===== src/rtl/latch_bank_ctrl.sv =====
// latch_bank_ctrl: round-robin write sequencer for a bank of gated D-latch registers.
// Shares one latch-bank write port among NREQ requesters. For each write it drives D,
// pulses one latch enable for EN_CYCLES cycles, then holds D for one more cycle, so a
// latch never sees D move while its enable is high.
// Ports:
//   i_clk, i_rst_n  clock (rising edge) and asynchronous active-low reset
//   i_req           per-requester level request, held until its grant
//   i_req_addr      per-requester target register, slice i = [i*AW +: AW]
//   i_req_data      per-requester write data, slice i = [i*WIDTH +: WIDTH]
//   o_gnt           one-hot single-cycle pulse, write for requester i complete
//   o_latch_d       shared D bus to every latch in the bank
//   o_latch_en      one-hot latch enables, zero outside the enable phase
//   o_busy          high while a write sequence is in progress
module latch_bank_ctrl #(
  parameter int unsigned NREQ      = 2,
  parameter int unsigned NREG      = 4,
  parameter int unsigned WIDTH     = 8,
  parameter int unsigned EN_CYCLES = 1,
  localparam int unsigned AW       = (NREG > 1) ? $clog2(NREG) : 1
) (
  input  logic                  i_clk,
  input  logic                  i_rst_n,
  input  logic [NREQ-1:0]       i_req,
  input  logic [NREQ*AW-1:0]    i_req_addr,
  input  logic [NREQ*WIDTH-1:0] i_req_data,
  output logic [NREQ-1:0]       o_gnt,
  output logic [WIDTH-1:0]      o_latch_d,
  output logic [NREG-1:0]       o_latch_en,
  output logic                  o_busy
);

  localparam int unsigned PW = (NREQ > 1) ? $clog2(NREQ) : 1;
  localparam int unsigned CW = (EN_CYCLES > 1) ? $clog2(EN_CYCLES) : 1;

  typedef enum logic [2:0] {
    S_IDLE   = 3'd0,
    S_SETUP  = 3'd1,
    S_ENABLE = 3'd2,
    S_HOLD   = 3'd3,
    S_DONE   = 3'd4
  } state_e;

  state_e           r_state;
  state_e           w_state_nxt;
  logic [PW-1:0]    r_ptr;
  logic [PW-1:0]    r_sel;
  logic [AW-1:0]    r_addr;
  logic [WIDTH-1:0] r_data;
  logic [CW-1:0]    r_en_cnt;

  logic [NREQ-1:0]  r_gnt;
  logic [WIDTH-1:0] r_latch_d;
  logic [NREG-1:0]  r_latch_en;
  logic             r_busy;

  logic             w_found;
  logic [PW-1:0]    w_win;
  logic [AW-1:0]    w_cap_addr;
  logic [WIDTH-1:0] w_cap_data;
  logic [NREQ-1:0]  w_gnt_nxt;
  logic [WIDTH-1:0] w_latch_d_nxt;
  logic [NREG-1:0]  w_latch_en_nxt;
  logic             w_busy_nxt;

  // Round-robin pick: scan requesters starting at r_ptr, wrapping modulo NREQ
  always_comb begin
    w_found = 1'b0;
    w_win   = r_ptr;
    for (int unsigned k = 0; k < NREQ; k++) begin
      for (int unsigned i = 0; i < NREQ; i++) begin
        if (!w_found && i_req[i] && (((32'(r_ptr) + k) % NREQ) == i)) begin
          w_found = 1'b1;
          w_win   = PW'(i);
        end
      end
    end
  end

  // Address/data slice of the winning requester
  always_comb begin
    w_cap_addr = '0;
    w_cap_data = '0;
    for (int unsigned i = 0; i < NREQ; i++) begin
      if (w_win == PW'(i)) begin
        w_cap_addr = i_req_addr[i*AW +: AW];
        w_cap_data = i_req_data[i*WIDTH +: WIDTH];
      end
    end
  end

  // State register
  always_ff @(posedge i_clk or negedge i_rst_n) begin
    if (!i_rst_n) r_state <= S_IDLE;
    else          r_state <= w_state_nxt;
  end

  // Next state; IDLE ignores requests while the grant pulse is still visible so a
  // requester that drops REQ on seeing its grant is never granted twice
  always_comb begin
    w_state_nxt = r_state;
    case (r_state)
      S_IDLE:   if (w_found && !(|r_gnt)) w_state_nxt = S_SETUP;
      S_SETUP:  w_state_nxt = S_ENABLE;
      S_ENABLE: if (r_en_cnt == CW'(EN_CYCLES - 1)) w_state_nxt = S_HOLD;
      S_HOLD:   w_state_nxt = S_DONE;
      S_DONE:   w_state_nxt = S_IDLE;
      default:  w_state_nxt = S_IDLE;
    endcase
  end

  // Transaction capture, enable-width counter and round-robin pointer
  always_ff @(posedge i_clk or negedge i_rst_n) begin
    if (!i_rst_n) begin
      r_ptr    <= '0;
      r_sel    <= '0;
      r_addr   <= '0;
      r_data   <= '0;
      r_en_cnt <= '0;
    end else begin
      if (r_state == S_IDLE && w_state_nxt == S_SETUP) begin
        r_sel  <= w_win;
        r_addr <= w_cap_addr;
        r_data <= w_cap_data;
      end
      if (r_state == S_ENABLE) r_en_cnt <= r_en_cnt + CW'(1);
      else                     r_en_cnt <= '0;
      if (r_state == S_DONE) begin
        r_ptr <= (32'(r_sel) == NREQ - 1) ? '0 : PW'(32'(r_sel) + 1);
      end
    end
  end

  // Output decode from the current state; registered below
  always_comb begin
    w_gnt_nxt      = '0;
    w_latch_en_nxt = '0;
    w_latch_d_nxt  = r_latch_d;
    w_busy_nxt     = (r_state != S_IDLE);
    case (r_state)
      S_SETUP: w_latch_d_nxt = r_data;
      S_ENABLE: begin
        // Out-of-range addresses match no enable bit
        for (int unsigned i = 0; i < NREG; i++) begin
          if (32'(r_addr) == i) w_latch_en_nxt[i] = 1'b1;
        end
      end
      S_DONE: begin
        for (int unsigned i = 0; i < NREQ; i++) begin
          if (32'(r_sel) == i) w_gnt_nxt[i] = 1'b1;
        end
      end
      default: ;
    endcase
  end

  // Output registers
  always_ff @(posedge i_clk or negedge i_rst_n) begin
    if (!i_rst_n) begin
      r_gnt      <= '0;
      r_latch_d  <= '0;
      r_latch_en <= '0;
      r_busy     <= 1'b0;
    end else begin
      r_gnt      <= w_gnt_nxt;
      r_latch_d  <= w_latch_d_nxt;
      r_latch_en <= w_latch_en_nxt;
      r_busy     <= w_busy_nxt;
    end
  end

  assign o_gnt      = r_gnt;
  assign o_latch_d  = r_latch_d;
  assign o_latch_en = r_latch_en;
  assign o_busy     = r_busy;

endmodule


===== config.mk =====
export PLATFORM = sky130hd
export DESIGN_NAME = latch_bank_ctrl
export DESIGN_NICKNAME = d
export VERILOG_FILES = /design/src/rtl/latch_bank_ctrl.sv
export SDC_FILE = /design/constraint.sdc
export NUM_CORES = 1
export LEC_CHECK = 0
export CORE_ASPECT_RATIO = 0.7
export CORE_MARGIN = 2
export CORE_UTILIZATION = 47
export CTS_CLUSTER_DIAMETER = 80
export DETAILED_ROUTE_END_ITERATION = 7
export MAX_ROUTING_LAYER = met4
export PLACE_DENSITY = 0.79
export RECOVER_POWER = 25
export SETUP_SLACK_MARGIN = 0.05
export SLEW_MARGIN = 20
export SYNTH_ARGS = -nofsm -noshare
export SYNTH_HDL_FRONTEND = slang
export SYNTH_SLANG_ARGS = --single-unit

===== constraint.sdc =====
create_clock -name i_clk -period 2.1 [get_ports i_clk]
set_clock_uncertainty 0.1 [all_clocks]
set_input_delay 0.21 -clock i_clk [delete_from_list [all_inputs] [get_ports i_clk]]
set_output_delay 0.21 -clock i_clk [all_outputs]
set_load 0.01 [all_outputs]

* After elaboration in Yosys (flattened, before gate mapping)
Index checks and enable logic that the tools add are counted.
** Storage, ports and cells
- Latch bits :: 0
- Output and inout bits :: 15
- Memory bits (read-only) :: 0
- Memories :: 0
- Memory bits (writable) :: 0
- Register bits after elaboration :: 31
- Logic and storage cells :: 63
** Cells by class
- Divide/modulo/power cells :: 0
- $mul :: 0
- Shift-type cells :: 0
- $lt $le $gt $ge :: 0
- Add/subtract/negate cells :: 3
- Reduce and logical (&&, ||, !) cells :: 19
- Bitwise operators :: 0
- Multiplexer cells :: 23
- Equal/unequal tests :: 8
** Operators by type and width (number)
- logical NOT 32 bit :: 2
- two-way mux 1 bit :: 16
- one-hot mux 3 bit (4 select lines) :: 1
- logical AND 1 bit :: 9
- two-way mux 8 bit :: 1
- == test 3 x 1 -> 1 bit, second input constant :: 2
- == test 3 x 2 -> 1 bit, second input constant :: 2
- two-way mux 3 bit :: 2
- == test 2 bit, second input constant :: 2
- logical NOT 1 bit :: 4
- two-way mux 2 bit :: 2
- two-way mux 4 bit :: 1
- adder 1 bit, second input constant :: 3
- == test 3 bit, second input constant :: 1
- logical NOT 3 bit :: 1
- nonzero test 3 bit :: 1
- == test 2 x 1 -> 1 bit, second input constant :: 1
- logical NOT 2 bit :: 1
- OR reduction 2 bit :: 1

* Depth between registers and ports, before layout
- Depth after elaboration :: 20
- Depth in mapped cells :: 5
- Gate-level depth less buffers :: 3

* Worst setup path before layout
Ideal clock, no wire load.
- Path type :: register to register
- From :: reg r_state[1]
- To :: reg r_addr[0]
- Path slack :: 279 ps
- Path buffers :: 2
- Cell stages (with the launch flop) :: 6
- Setup time :: 125 ps
- Period minus slack after synthesis :: 1821 ps
- Arrival time :: 1596 ps
- Path through :: dfrtp_1 -> buf_6 -> or3_4 -> nor4_4 -> buf_6 -> mux2_2
** Between the ends
- Word-level cells in the longest chain between the ends :: 4
** RTL lines
- start: declaration :: line 43 : state_e r_state;
- start signal: assignment :: line 94 : else r_state <= w_state_nxt;
- == test 3 x 2 -> 1 bit, or another cell as far along :: line 101 : case (r_state)
- one-hot mux 3 bit (4 select lines) :: line 101
- == test 3 x 1 -> 1 bit :: line 120 : if (r_state == S_IDLE && w_state_nxt == S_SETUP) begin
- logical AND 1 bit * :: line 120
- end signal: assignment :: line 122 : r_addr <= w_cap_addr;
- end: declaration :: line 47 : logic [AW-1:0] r_addr;
Every way passes the cells marked *; elsewhere a longest branch is shown, timed or not.
A chain may end at the register's enable or synchronous reset.

* Worst setup path in the final report
- From :: reg r_state[0]
- To :: reg r_data[5]
** Between the ends
- Word-level cells in the longest chain between the ends :: 4
** RTL lines
- == test 3 x 2 -> 1 bit, or another cell as far along :: line 101
- one-hot mux 3 bit (4 select lines) :: line 101
- == test 3 x 1 -> 1 bit :: line 120
- logical AND 1 bit * :: line 120
- end signal: assignment :: line 123 : r_data <= w_cap_data;
- end: declaration :: line 48 : logic [WIDTH-1:0] r_data;
Marked as above.

==> flow_summary_export.csv <==
group,metric,value,unit
clocking,post_cts_buffers,0,
logic_synthesis,yosys_warnings,0,
timing,grt_setup_unrepaired,"no",
global_routing,grt_pass1_wl,4950,microns
routing,drc,0,
clocking,cts_buffers,5,
clocking,clockRootBuffer,"clkbuf_8",
clocking,cts_hold_buffers,0,
logic_synthesis,synthAdderAreaFrac,0,%
timing,finalSetupTns,0,ps
cells_and_area,syn_to_final_growth,37.8,%
logic_synthesis,synthTopCellsByCount,"dfrtp_1 (31), mux2_2 (18), o21a_1 (11)",
pwr,total_leakage_power,0.813,nW
timing,min_period,1920,ps
worst_setup_path,path_max_fanout,11,
cells_and_area,nets,174,
logic_synthesis,synthMuxAreaShare,15.3,%
clocking,clock-sinks,31,
die,std_cell_rows,16,
global_routing,grt_pass1_vias,1043,
timing,hold_slack,327,ps
logic_synthesis,synth_xor_area_share,0.628,%
logic_synthesis,syn_avg_cell_area,13.1,sq um
worst_setup_path,start_kind,"flip-flop",
global_routing,grt_overflow,0,
place,place.gp.congestion,0.854,
die,coreArea,2800,sq um
cells_and_area,n_fill_cell,213,
logic_synthesis,synth-simple-area-share,9.96,%
routing,drt_first_iter_violations,64,
job,maxCapViolCount,0,
logic_synthesis,synth-compound-area-share,15.3,%
clocking,clock_latency,290,ps
routing,drt-pass1-iter-count,4,
routing,viasPerCell,5.44,
logic_synthesis,ys_seq_area_share,55.7,%
cells_and_area,stdcell_area,1920,sq um
clocking,cts_resized,0,
die,io_pins,39,
clocking,clk_path_buf_depth,2,
pwr,p_per_area,1400,nW/um^2
cells_and_area,antenna_cells,0,
logic_synthesis,syn_inst,106,
routing,ant_nets,0,
global_routing,grt_max_degree,32,
hold_path,hp-class,"flip-flop to flip-flop",
pwr,totalPowerFinal,2.69,mW
worst_setup_path,cp_top_family,"simple AND/OR/NAND/NOR gates",
timing,hold_viol,0,
logic_synthesis,synth_cell_types,25,
pwr,max-vdd-ir-drop,0.000781,V
timing,slew_viol_final,0,
timing,clock.fmax,0.522,GHz
timing,tightest_slew,764,ps
place,postPlaceCellArea,1820,sq um
die,die_area,3420,sq um
routing,wl_per_cell,15.8,microns
routing,via_count,1018,
worst_setup_path,critPathCaptureType,"flip-flop",
die,die_x,69.1,microns
die,die_h,49.6,microns
worst_setup_path,cp_slowest_cell,"dfrtp_1",
global_routing,grt_use_total,19.5,%
timing,relSlewSlack,49.1,%
cells_and_area,drive_above_1_share,23.8,%
logic_synthesis,synth_top_family_by_area,"compound AO/OA/AOI/OAI gates",
worst_setup_path,slowest_delay,450,ps
logic_synthesis,syn-num-nets,130,
logic_synthesis,synth_top_area_share,55.7,%
logic_synthesis,yosys_most_used_dff,"dfrtp_1",
clocking,h-tree-depth,2,
logic_synthesis,synth.ff_latch_count,31,
timing,setup_viol,0,
outcome,status,"finished, final reports clean",
die,initial_core_util,49.7,%
logic_synthesis,syn_area,1390,sq um
logic_synthesis,synth_top_area_cell,"dfrtp_1",
global_routing,antenna_found_initial,0,
worst_setup_path,worst-path-buf-inv,1,
worst_setup_path,arrival,1980,ps
clocking,clk_pin_slew_worst_paths,60,ps
place,port_buffers,38,
place,dp_hpwl,2070,microns
logic_synthesis,synth_most_common_cell,"dfrtp_1",
worst_setup_path,worstPathCellList,"or3_4, nor4_4, buf_4, mux2_2",
worst_setup_path,crit_type,"flip-flop to flip-flop",
timing,timing.final.crit_share,91.3,%
logic_synthesis,synthArstFlopShare,100,%
logic_synthesis,synth.area.top_cells,"dfrtp_1 (56%), mux2_2 (15%), a32o_1 (7.2%)",
logic_synthesis,synth_edf_count,0,
routing,totalWireLength,2960,microns
clocking,cts_tree,"built",
worst_setup_path,required,2160,ps
[worst paths after layout]
path | startpoint | to | slack, ps | depth (start not counted)
max | r_state[0] | r_data[5] | 180 | 4
min | r_en_cnt | r_en_cnt | 330 | 1
max reg2reg | r_state[0] | r_data[5] | 180 | 4
min reg2reg | r_en_cnt | r_en_cnt | 330 | 1
max in group asynchronous | i_rst_n | o_latch_en[1] | 990 | 2
min in group asynchronous | i_rst_n | r_data[0] | 420 | 2
[kinds of logic (layout without fill, tap and decap cells)]
group,count (synthesis),after routing
DFF,31,31
AOI/OAI and AO/OA,25,25
and+or+nand+nor,22,22
muxes,19,19
buffers and inverters,8,53
xor gates and xnor gates,1,1
[area by class of cell]
class | count | area [sq um] | area share, %
clock buffers | 8 | 100 | 5.21
inverters | 1 | 3.75 | 0.195
multi-input cells | 67 | 573 | 29.8
flip-flops and latches | 31 | 776 | 40.4
well taps | 36 | 45.0 | 2.35
repair buffers | 44 | 423 | 22.0
[state kept, by name, indices dropped and copies added (netlist names)]
name / flops
o_latch_en: 4
o_latch_d: 8
r_en_cnt: 1
r_sel: 1
o_busy: 1
o_gnt: 2
r_addr: 2
r_data: 8
r_ptr: 1
r_state: 3
[layer usage]
layer	GRT usage, %	part of all wire, %
met5	-	0
met2	28.2	44
met1	26.4	48
met3	5.11	6.0
met4	7.84	1.7
[placed cells by master (no fill, tap or decap), drive strengths merged, types with 2 or more instances in the layout]
cell type       n
clkbuf          9
a32o           10
mux2           18
clkdlybuf4s50  37
nor4            2
nand2           4
nor3b           2
nor2            8
dfrtp          31
o21a           11
buf             5
[per-stage QoR]
stage | worst slack [ps] | utilization, % | instances
floorplan | 279 | - | 106
global placement | 172 | 65.0 | 179
detailed placement | 94.7 | 65.0 | 179
CTS | 173 | 68.6 | 187
global route | 121 | 68.5 | 187
finish | 183 | 68.5 | 187
[worst register-to-register path: stages, from the launching register on]
cell	delay, ps
dfrtp_1	450
or3_4	430
nor4_4	220
buf_4	250
mux2_2	370
[power by group]
| part | leakage (nW) | total, mW | internal, mW | switching (mW) |
|---|---|---|---|---|
| Sequential | 0.386 | 1.05 | 0.866 | 0.179 |
| Clock | 0.0515 | 0.518 | 0.299 | 0.219 |
| Combinational | 0.375 | 1.12 | 0.682 | 0.441 |
| Total | 0.813 | 2.69 | 1.85 | 0.839 |
No activity file was read; power rests on OpenSTA's default activity.
